$ cat config.mk
export PLATFORM = sky130hd
export DESIGN_NAME = mux_n_pipe
export DESIGN_NICKNAME = d
export VERILOG_FILES = /design/src/rtl/mux_n_pipe_pkg.sv /design/src/rtl/mux_n_pipe_skid_buf.sv /design/src/rtl/mux_n_pipe.sv
export SDC_FILE = /design/constraint.sdc
export NUM_CORES = 1
export LEC_CHECK = 0
export CAP_MARGIN = 20
export CELL_PAD_IN_SITES_DETAIL_PLACEMENT = 1
export CELL_PAD_IN_SITES_GLOBAL_PLACEMENT = 1
export CORE_MARGIN = 2
export CORE_UTILIZATION = 32
export CTS_CLUSTER_SIZE = 14
export DETAILED_ROUTE_END_ITERATION = 6
export MAX_ROUTING_LAYER = met4
export PLACE_DENSITY_LB_ADDON = 0.1
export SYNTH_ARGS = -nofsm -noshare
export SYNTH_HDL_FRONTEND = slang
export SYNTH_SLANG_ARGS = --single-unit
export TNS_END_PERCENT = 20
$ cat constraint.sdc
create_clock -name clk -period 2.5 [get_ports clk]
set_clock_uncertainty 0.1 [all_clocks]
set_input_delay 0.5 -clock clk [delete_from_list [all_inputs] [get_ports clk]]
set_output_delay 0.5 -clock clk [all_outputs]
set_load 0.01 [all_outputs]
$ cat src/rtl/mux_n_pipe_pkg.sv
// mux_n_pipe_pkg: shared defaults and helper for the selecting pipeline stage
package mux_n_pipe_pkg;
  localparam int DATA_WIDTH_DEF    = 16;
  localparam int ERR_CNT_WIDTH_DEF = 8;

  function automatic int clog2(input int n);
    int r;
    r = 0;
    for (int i = 0; i < 31; i++) if ((1 << i) < n) r = i + 1;
    return r;
  endfunction
endpackage

$ cat src/rtl/mux_n_pipe_skid_buf.sv
// skid_buf: two-entry main+skid pipeline register with registered ready
module skid_buf import mux_n_pipe_pkg::*; #(
  parameter int DATA_WIDTH = DATA_WIDTH_DEF
) (
  input  logic                  clk,
  input  logic                  rst_n,
  input  logic [DATA_WIDTH-1:0] i_data,
  input  logic                  i_valid,
  output logic                  o_in_ready,
  output logic [DATA_WIDTH-1:0] o_data,
  output logic                  o_valid,
  input  logic                  i_out_ready
);
  logic                  r_main_v, r_skid_v, r_rdy;
  logic [DATA_WIDTH-1:0] r_main, r_skid;
  logic                  w_acc, w_pop, w_main_v_n, w_skid_v_n, w_load_main, w_load_skid, w_from_skid;

  assign w_acc      = i_valid & r_rdy;
  assign w_pop      = r_main_v & i_out_ready;
  assign o_in_ready = r_rdy;
  assign o_valid    = r_main_v;
  assign o_data     = r_main_v ? r_main : '0;

  // Decide where an accepted word lands and whether skid refills main
  always_comb begin
    w_main_v_n  = r_main_v;
    w_skid_v_n  = r_skid_v;
    w_load_main = 1'b0;
    w_load_skid = 1'b0;
    w_from_skid = 1'b0;
    if (w_pop) begin
      if (r_skid_v) begin
        w_from_skid = 1'b1;
        w_skid_v_n  = 1'b0;
      end else begin
        w_main_v_n  = w_acc;
        w_load_main = w_acc;
      end
    end else if (w_acc) begin
      if (r_main_v) begin
        w_skid_v_n  = 1'b1;
        w_load_skid = 1'b1;
      end else begin
        w_main_v_n  = 1'b1;
        w_load_main = 1'b1;
      end
    end
  end

  // Storage plus ready flag; ready resets low so acceptance starts one cycle after release
  always_ff @(posedge clk or negedge rst_n) begin
    if (!rst_n) begin
      r_main_v <= 1'b0;
      r_skid_v <= 1'b0;
      r_rdy    <= 1'b0;
      r_main   <= '0;
      r_skid   <= '0;
    end else begin
      r_main_v <= w_main_v_n;
      r_skid_v <= w_skid_v_n;
      r_rdy    <= ~w_skid_v_n;
      r_main   <= w_from_skid ? r_skid : w_load_main ? i_data : r_main;
      r_skid   <= w_load_skid ? i_data : r_skid;
    end
  end
endmodule

$ cat src/rtl/mux_n_pipe.sv
// mux_n_pipe: N-way valid/ready channel select into a skid-buffered output with sel error tracking
module mux_n_pipe import mux_n_pipe_pkg::*; #(
  parameter int DATA_WIDTH    = DATA_WIDTH_DEF,
  parameter int NUM_IN        = 4,
  parameter int SEL_WIDTH     = clog2(NUM_IN),
  parameter int ERR_CNT_WIDTH = ERR_CNT_WIDTH_DEF
) (
  input  logic                         clk,
  input  logic                         rst_n,
  input  logic [SEL_WIDTH-1:0]         sel,
  input  logic [NUM_IN*DATA_WIDTH-1:0] in_data,
  input  logic [NUM_IN-1:0]            in_valid,
  output logic [NUM_IN-1:0]            in_ready,
  output logic [DATA_WIDTH-1:0]        o,
  output logic                         o_valid,
  input  logic                         o_ready,
  output logic                         sel_err,
  output logic [ERR_CNT_WIDTH-1:0]     err_cnt,
  input  logic                         err_clr
);
  logic                     w_sel_ok, w_rdy;
  logic [DATA_WIDTH-1:0]    w_data;
  logic                     r_sel_err;
  logic [ERR_CNT_WIDTH-1:0] r_err_cnt;

  assign w_sel_ok = {1'b0, sel} < (SEL_WIDTH + 1)'(NUM_IN);
  assign w_data   = in_data[sel*DATA_WIDTH +: DATA_WIDTH];
  assign in_ready = (w_rdy & w_sel_ok) ? NUM_IN'(1) << sel : '0;
  assign sel_err  = r_sel_err;
  assign err_cnt  = r_err_cnt;

  skid_buf #(.DATA_WIDTH(DATA_WIDTH)) u_skid (
    .clk        (clk),
    .rst_n      (rst_n),
    .i_data     (w_data),
    .i_valid    (w_sel_ok & in_valid[sel]),
    .o_in_ready (w_rdy),
    .o_data     (o),
    .o_valid    (o_valid),
    .i_out_ready(o_ready)
  );

  // Flag and saturating count of out-of-range select cycles; clear wins over increment
  always_ff @(posedge clk or negedge rst_n) begin
    if (!rst_n) begin
      r_sel_err <= 1'b0;
      r_err_cnt <= '0;
    end else if (err_clr) begin
      r_sel_err <= 1'b0;
      r_err_cnt <= '0;
    end else begin
      r_sel_err <= ~w_sel_ok;
      r_err_cnt <= (!w_sel_ok && r_err_cnt != '1) ? r_err_cnt + ERR_CNT_WIDTH'(1) : r_err_cnt;
    end
  end
endmodule

==> results.toml, run 1 <==
[outcome]
status = "finished clean"

[hold_path]
min_path_type = "primary input to asynchronous set/reset pin"

[place]
gp_congestion = 0.742
placement.io_buffers = 93
pre_cts_slack_ns = -0.147
place_hpwl_mm = 4.22

[clock_tree]
root_buffer = "clkbuf_8"
clockBufferDepth = 2
h-tree-depth = 2
cts_buffers = 5
path_clk_slew_ns = 0.07
cts_tree = "built"
cts_sinks = 35
worstSkewPairLatency_ns = 0.28

[sta]
slew_violations = 0
maxSlewHeadroom = 0.456
rsz0062_at_grt = "false"
setup_viol_count_final = 0
finalCriticalPeriod_ns = 2.41
worstMarginPinSlew_ns = 0.816
hold_violations = 0
worst_slack_ns = 0.0889
max_freq_mhz = 415
period_share = 0.964
fin_setup_tns_ns = 0

[floorplanning]
start_util = 0.325
die-area_um2 = 7460
core_um2 = 6680
rows = 30
ios = 104
die_h_um = 86.4
dieWidth_um = 86.4

[global_route]
grt_use_total = 0.152
grt_max_degree = 36
overflow = 0
grt_pass1_wl_mm = 8.60
antenna_found_initial = 0
grt_pass1_vias = 1685

[route]
first_pass_iters = 4
ant_nets = 0
wire_per_inst_um = 15.6
drt_iter0_markers = 36
via_per_inst = 4.75
vias = 1585
drc = 0
totalWireLength_mm = 5.20

[logic_synthesis]
synth_top_area_share = 0.403
synth_area_leaders = "dfrtp_1 40%, mux2_2 20%, mux4_2 18%"
syn_avg_cell_area_um2 = 14.4
netlist-cell-type-count = 22
synth_area_leader_cell = "dfrtp_1"
ys_seq_area_frac = 0.403
yosys_warnings = 0
synth_area_um2 = 2170
synth-seq-cells = 35
netlist_instances = 151

[worst_setup_path]
cp-end-kind = "output pin"
crit_start = "sel[1]"
cp_cell_sequence = "clkdlybuf4s50_1 -> and3_1 -> clkdlybuf4s50_1"
cp_max_fo = 7
max_stage_delay_ns = 0.59
reg2reg_from = "u_skid.o_valid"
cp-endpoint = "in_ready[3]"
reg2reg_to = "u_skid.r_main[8]"
reg2reg_depth = 5
start_kind = "primary input"
r2r_slack_ns = 0.69
critPathKind = "primary input to output pin"
cp.arrival_ns = 1.81
crit_top_cell = "clkdlybuf4s50_1"
slowest_stage = "clkdlybuf4s50_1"
worst_ep_required_time_ns = 1.90

[power_and_ir_drop]
ir_drop_uv = 457
total_power_uw = 2990
power_per_cell_area_nw_per_um2 = 896
leakage_uw = 0.00138

[final_layout]
layout.area.seq_um2 = 877
nets = 327
n_antenna_cell = 0
fillerInstances = 704
area_delta_synth_final_pct = 53.9
fin_util = 0.500
multi_input_area_um2 = 1200
layout-drive-gt1-share = 0.354

[job]
cap_violations = 0
## Yosys cell counts (all sizes together)
| cell | number |
|---|---|
| mux2 | 48 |
| dfrtp | 35 |
| mux4 | 17 |
| and2 | 16 |
| buf | 14 |
| clkbuf | 5 |
| and3 | 2 |
| nand2 | 2 |
| nand2b | 2 |
| a21bo | 1 |
| a21boi | 1 |
| a22o | 1 |
| a31o | 1 |
| and3b | 1 |
| conb | 1 |
| nand3 | 1 |
| nand4b | 1 |
| nor2 | 1 |
| nor3b | 1 |
## logic make-up (layout without fill, tap and decap cells)
kind of cell / Yosys count / count (layout) / synth area share
multiplexers: 65 / 65 / 0.442
flip-flops: 35 / 35 / 0.403
AND/OR/NAND/NOR: 27 / 27 / 0.0795
buffers and inverters: 19 / 114 / 0.0570
AO/OA/AOI/OAI: 4 / 4 / 0.0161
other: 1 / 9 / 0.00173
## critical path, delay by kind of cell
kind | cells | cell delay (ns)
and+or+nand+nor | 1 | 0.19
buffers and inverters | 2 | 1.12
## stage by stage
stage | std cells | area [um2] | hold WS, ns
2_1_floorplan | 159 | 2200 | 0.104
3_3_place_gp | 326 | 3230 | 0.383
3_5_place_dp | 326 | 3230 | 0.387
4_1_cts | 334 | 3340 | 0.237
5_1_grt | 334 | 3340 | 0.273
6_report | 334 | 3340 | 0.210
## how the worst min path moves through the flow
stage	to	slack [ns]	cells past startpoint
after global placement	u_skid.r_skid[15]	0.38	1
after floorplan	u_skid.o_in_ready	0.10	0
after CTS	u_skid.r_main[3]	0.24	1
final	u_skid.r_skid[0]	0.21	1
after detailed placement	u_skid.r_main[4]	0.39	1
after global routing	u_skid.r_skid[3]	0.27	1
## area by class of cell
type                            count  share of cell area
Clock buffer                        5              0.0206
Clock inverter                      3              0.0131
Multi-Input combinational cell    105               0.360
Sequential cell                    35               0.262
Tap cell                           80              0.0300
Timing Repair Buffer              106               0.314
## state kept, by name, summed over array words and instances (netlist names)
signal and count:
u_skid.r_main 16, u_skid.o_valid 1, u_skid.r_skid 16, u_skid.o_in_ready 1
u_skid.r_skid_v 1
## what timing repair did
action	CTS	global route
hold buffers	0	0
buffers inserted	0	0
gates resized for setup	3	1
endpoints found under the setup margin	3	1
## report_power, final
| part | total [uW] | internal [uW] | switching [uW] |
|---|---|---|---|
| Combinational | 1430 | 969 | 463 |
| Clock | 512 | 297 | 215 |
| Sequential | 1050 | 859 | 191 |
| Total | 2990 | 2120 | 869 |
## routing by layer
metal / global-route usage / routed length, um / vias to the layer above
li1: - / - / 745
met4: 0.0213 / 21 / 0
met3: 0.0257 / 150 / 2
met1: 0.193 / 2150 / 802
met5: - / 0 / -
met2: 0.262 / 2870 / 36
## cell usage in the layout, fill, tap and decap left out, drive strengths merged, types with 5 or more instances in the layout
cell type,instances
and2,16
buf,14
clkbuf,5
clkdlybuf4s50,90
conb,9
dfrtp,35
mux2,48
mux4,17
Note: power is estimated with default switching activity, not from simulation.
==> inputs of run 2 (changes only) <==
--- a/config.mk
+++ b/config.mk
@@ -8,12 +8,15 @@
 export CAP_MARGIN = 20
 export CELL_PAD_IN_SITES_DETAIL_PLACEMENT = 1
 export CELL_PAD_IN_SITES_GLOBAL_PLACEMENT = 1
+export CORE_ASPECT_RATIO = 1.2
 export CORE_MARGIN = 2
 export CORE_UTILIZATION = 32
 export CTS_CLUSTER_SIZE = 14
 export DETAILED_ROUTE_END_ITERATION = 6
+export GPL_ROUTABILITY_DRIVEN = 0
 export MAX_ROUTING_LAYER = met4
 export PLACE_DENSITY_LB_ADDON = 0.1
+export REMOVE_ABC_BUFFERS = 1
 export SYNTH_ARGS = -nofsm -noshare
 export SYNTH_HDL_FRONTEND = slang
 export SYNTH_SLANG_ARGS = --single-unit
==> results.toml, run 2 (synthesized netlist as in run 1, its figures left out) <==
[sta]
finalCriticalPeriod_ns = 2.30
hold_violations = 0
setup_viol_count_final = 0
maxSlewHeadroom = 0.455
period_share = 0.922
rsz0062_at_grt = "false"
worstMarginPinSlew_ns = 0.817
max_freq_mhz = 434
slew_violations = 0

[final_layout]
most-common-layout-cells = "87 x clkdlybuf4s50_1, 38 x mux2_2, 35 x dfrtp_1"
final_common_cell = "clkdlybuf4s50_1"
area_delta_synth_final_pct = 55.1
reg_top3 = "u_skid.r_main: 16 flops, u_skid.r_skid: 16 flops"
instances_no_fill = 343
layout-drive-gt1-share = 0.357
fin_util = 0.519
n_antenna_cell = 0
nets = 331

[clock_tree]
clockBufferDepth = 2
worstSkewPairLatency_ns = 0.28
cts_sinks = 35
cts_buffers = 5
path_clk_slew_ns = 0.07
cts_tree = "built"
h-tree-depth = 2
root_buffer = "clkbuf_8"
ctsHoldBuffers = 0

[place]
placement.io_buffers = 93
place_hpwl_mm = 4.18
dp_cells = 335

[worst_setup_path]
cp_max_fo = 10
start_kind = "primary input"
cp-end-kind = "output pin"
critPathKind = "primary input to output pin"
cp.arrival_ns = 1.70
worst_ep_required_time_ns = 1.90

[outcome]
status = "finished clean"

[floorplanning]
core_um2 = 6490
die-area_um2 = 7470
ios = 104
start_util = 0.335
rows = 32
dieWidth_um = 79.2
die_h_um = 94.3

[global_route]
overflow = 0
grt_use_total = 0.159
grt_pass1_wl_mm = 8.83
grt_pass1_vias = 1752
antenna_found_initial = 0
grt_max_degree = 36

[power_and_ir_drop]
power_per_cell_area_nw_per_um2 = 880
ir_drop_uv = 407
leakage_uw = 0.00142

[route]
via_per_inst = 4.73
wire_per_inst_um = 15.8
first_pass_iters = 4
vias = 1624
ant_nets = 0
totalWireLength_mm = 5.41
drt_iter0_markers = 39
drc = 0

[job]
cap_violations = 0

[hold_path]
min_path_type = "primary input to asynchronous set/reset pin"
[run 2: cell count changes in the layout (fill, tap and decap cells not counted), sizes merged]
| cell | before | now |
|---|---|---|
| buf | 14 | 18 |
| bufinv | 1 | 0 |
| clkbuf | 5 | 8 |
| clkdlybuf4s50 | 90 | 87 |
| clkinv | 2 | 0 |
| dlygate4sd2 | 2 | 3 |
| dlymetal6s2s | 0 | 2 |
[run 2: power by group]
group	total, uW	internal [uW]	switching (uW)
clock	450	252	199
combinational	1490	989	503
sequential	1020	858	164
[run 2: metrics by stage]
step                      area, um2  total power [uW]  hold slack [ns]  setup slack [ns]  setup TNS (ns)
after global placement         3260              2520            0.383            -0.161           -4.74
final                          3370              2960            0.213             0.196               0
after global routing           3370              3190            0.268             0.115               0
after floorplan                2080              1810            0.104             0.427               0
after detailed placement       3260              2560            0.391            -0.171           -4.75
after CTS                      3360              3020            0.239           0.00711               0
[run 2: what timing repair did]
item | in CTS | in global routing
resized for setup | 4 | 2
hold endpoints to repair | 0 | 0
buffers inserted | 0 | 0
setup endpoints to repair | 4 | 2
[run 2: metal layers]
| metal | vias up | global-route usage | wire, um |
|---|---|---|---|
| met3 | 2 | 0.0385 | 296 |
| met1 | 816 | 0.184 | 2120 |
| li1 | 754 | - | - |
| met4 | 0 | 0.0345 | 15 |
| met5 | - | - | 0 |
| met2 | 52 | 0.280 | 2980 |
[run 2: area by class of cell]
class / count / area, um2
Clock buffer: 8 / 100
Timing Repair Buffer: 110 / 1080
Fill cell: 698 / 3120
Sequential cell: 35 / 876
Multi-Input combinational cell: 105 / 1200
Tap cell: 85 / 106
[run 2: path summary, 6_finish.rpt]
path                             startpoint                 to  slack (ns)  depth (start not counted)
max in group asynchronous             rst_n   u_skid.r_skid[6]        1.57                          1
max                                  sel[0]        in_ready[1]        0.20                          4
min                                   rst_n  u_skid.r_main[15]        0.21                          1
min reg2reg                u_skid.r_main[5]   u_skid.r_main[5]        0.40                          1
min in group clk           u_skid.r_main[5]   u_skid.r_main[5]        0.40                          1
max reg2reg                  u_skid.o_valid   u_skid.r_main[6]        0.69                          5
[run 2: worst max-delay path, cell delays in order]
cell             delay (ns)
dlygate4sd2_1          0.31
buf_6                  0.20
and3b_1                0.16
clkdlybuf4s50_1        0.52
==> inputs of run 3 (changes only) <==
--- a/config.mk
+++ b/config.mk
@@ -14,6 +14,7 @@
 export CTS_CLUSTER_SIZE = 14
 export DETAILED_ROUTE_END_ITERATION = 6
 export GPL_ROUTABILITY_DRIVEN = 0
+export HOLD_SLACK_MARGIN = 0.05
 export MAX_ROUTING_LAYER = met4
 export PLACE_DENSITY_LB_ADDON = 0.1
 export REMOVE_ABC_BUFFERS = 1
==> results of run 3 <==
Final layout, timing and power as in run 2 (identical DEF).
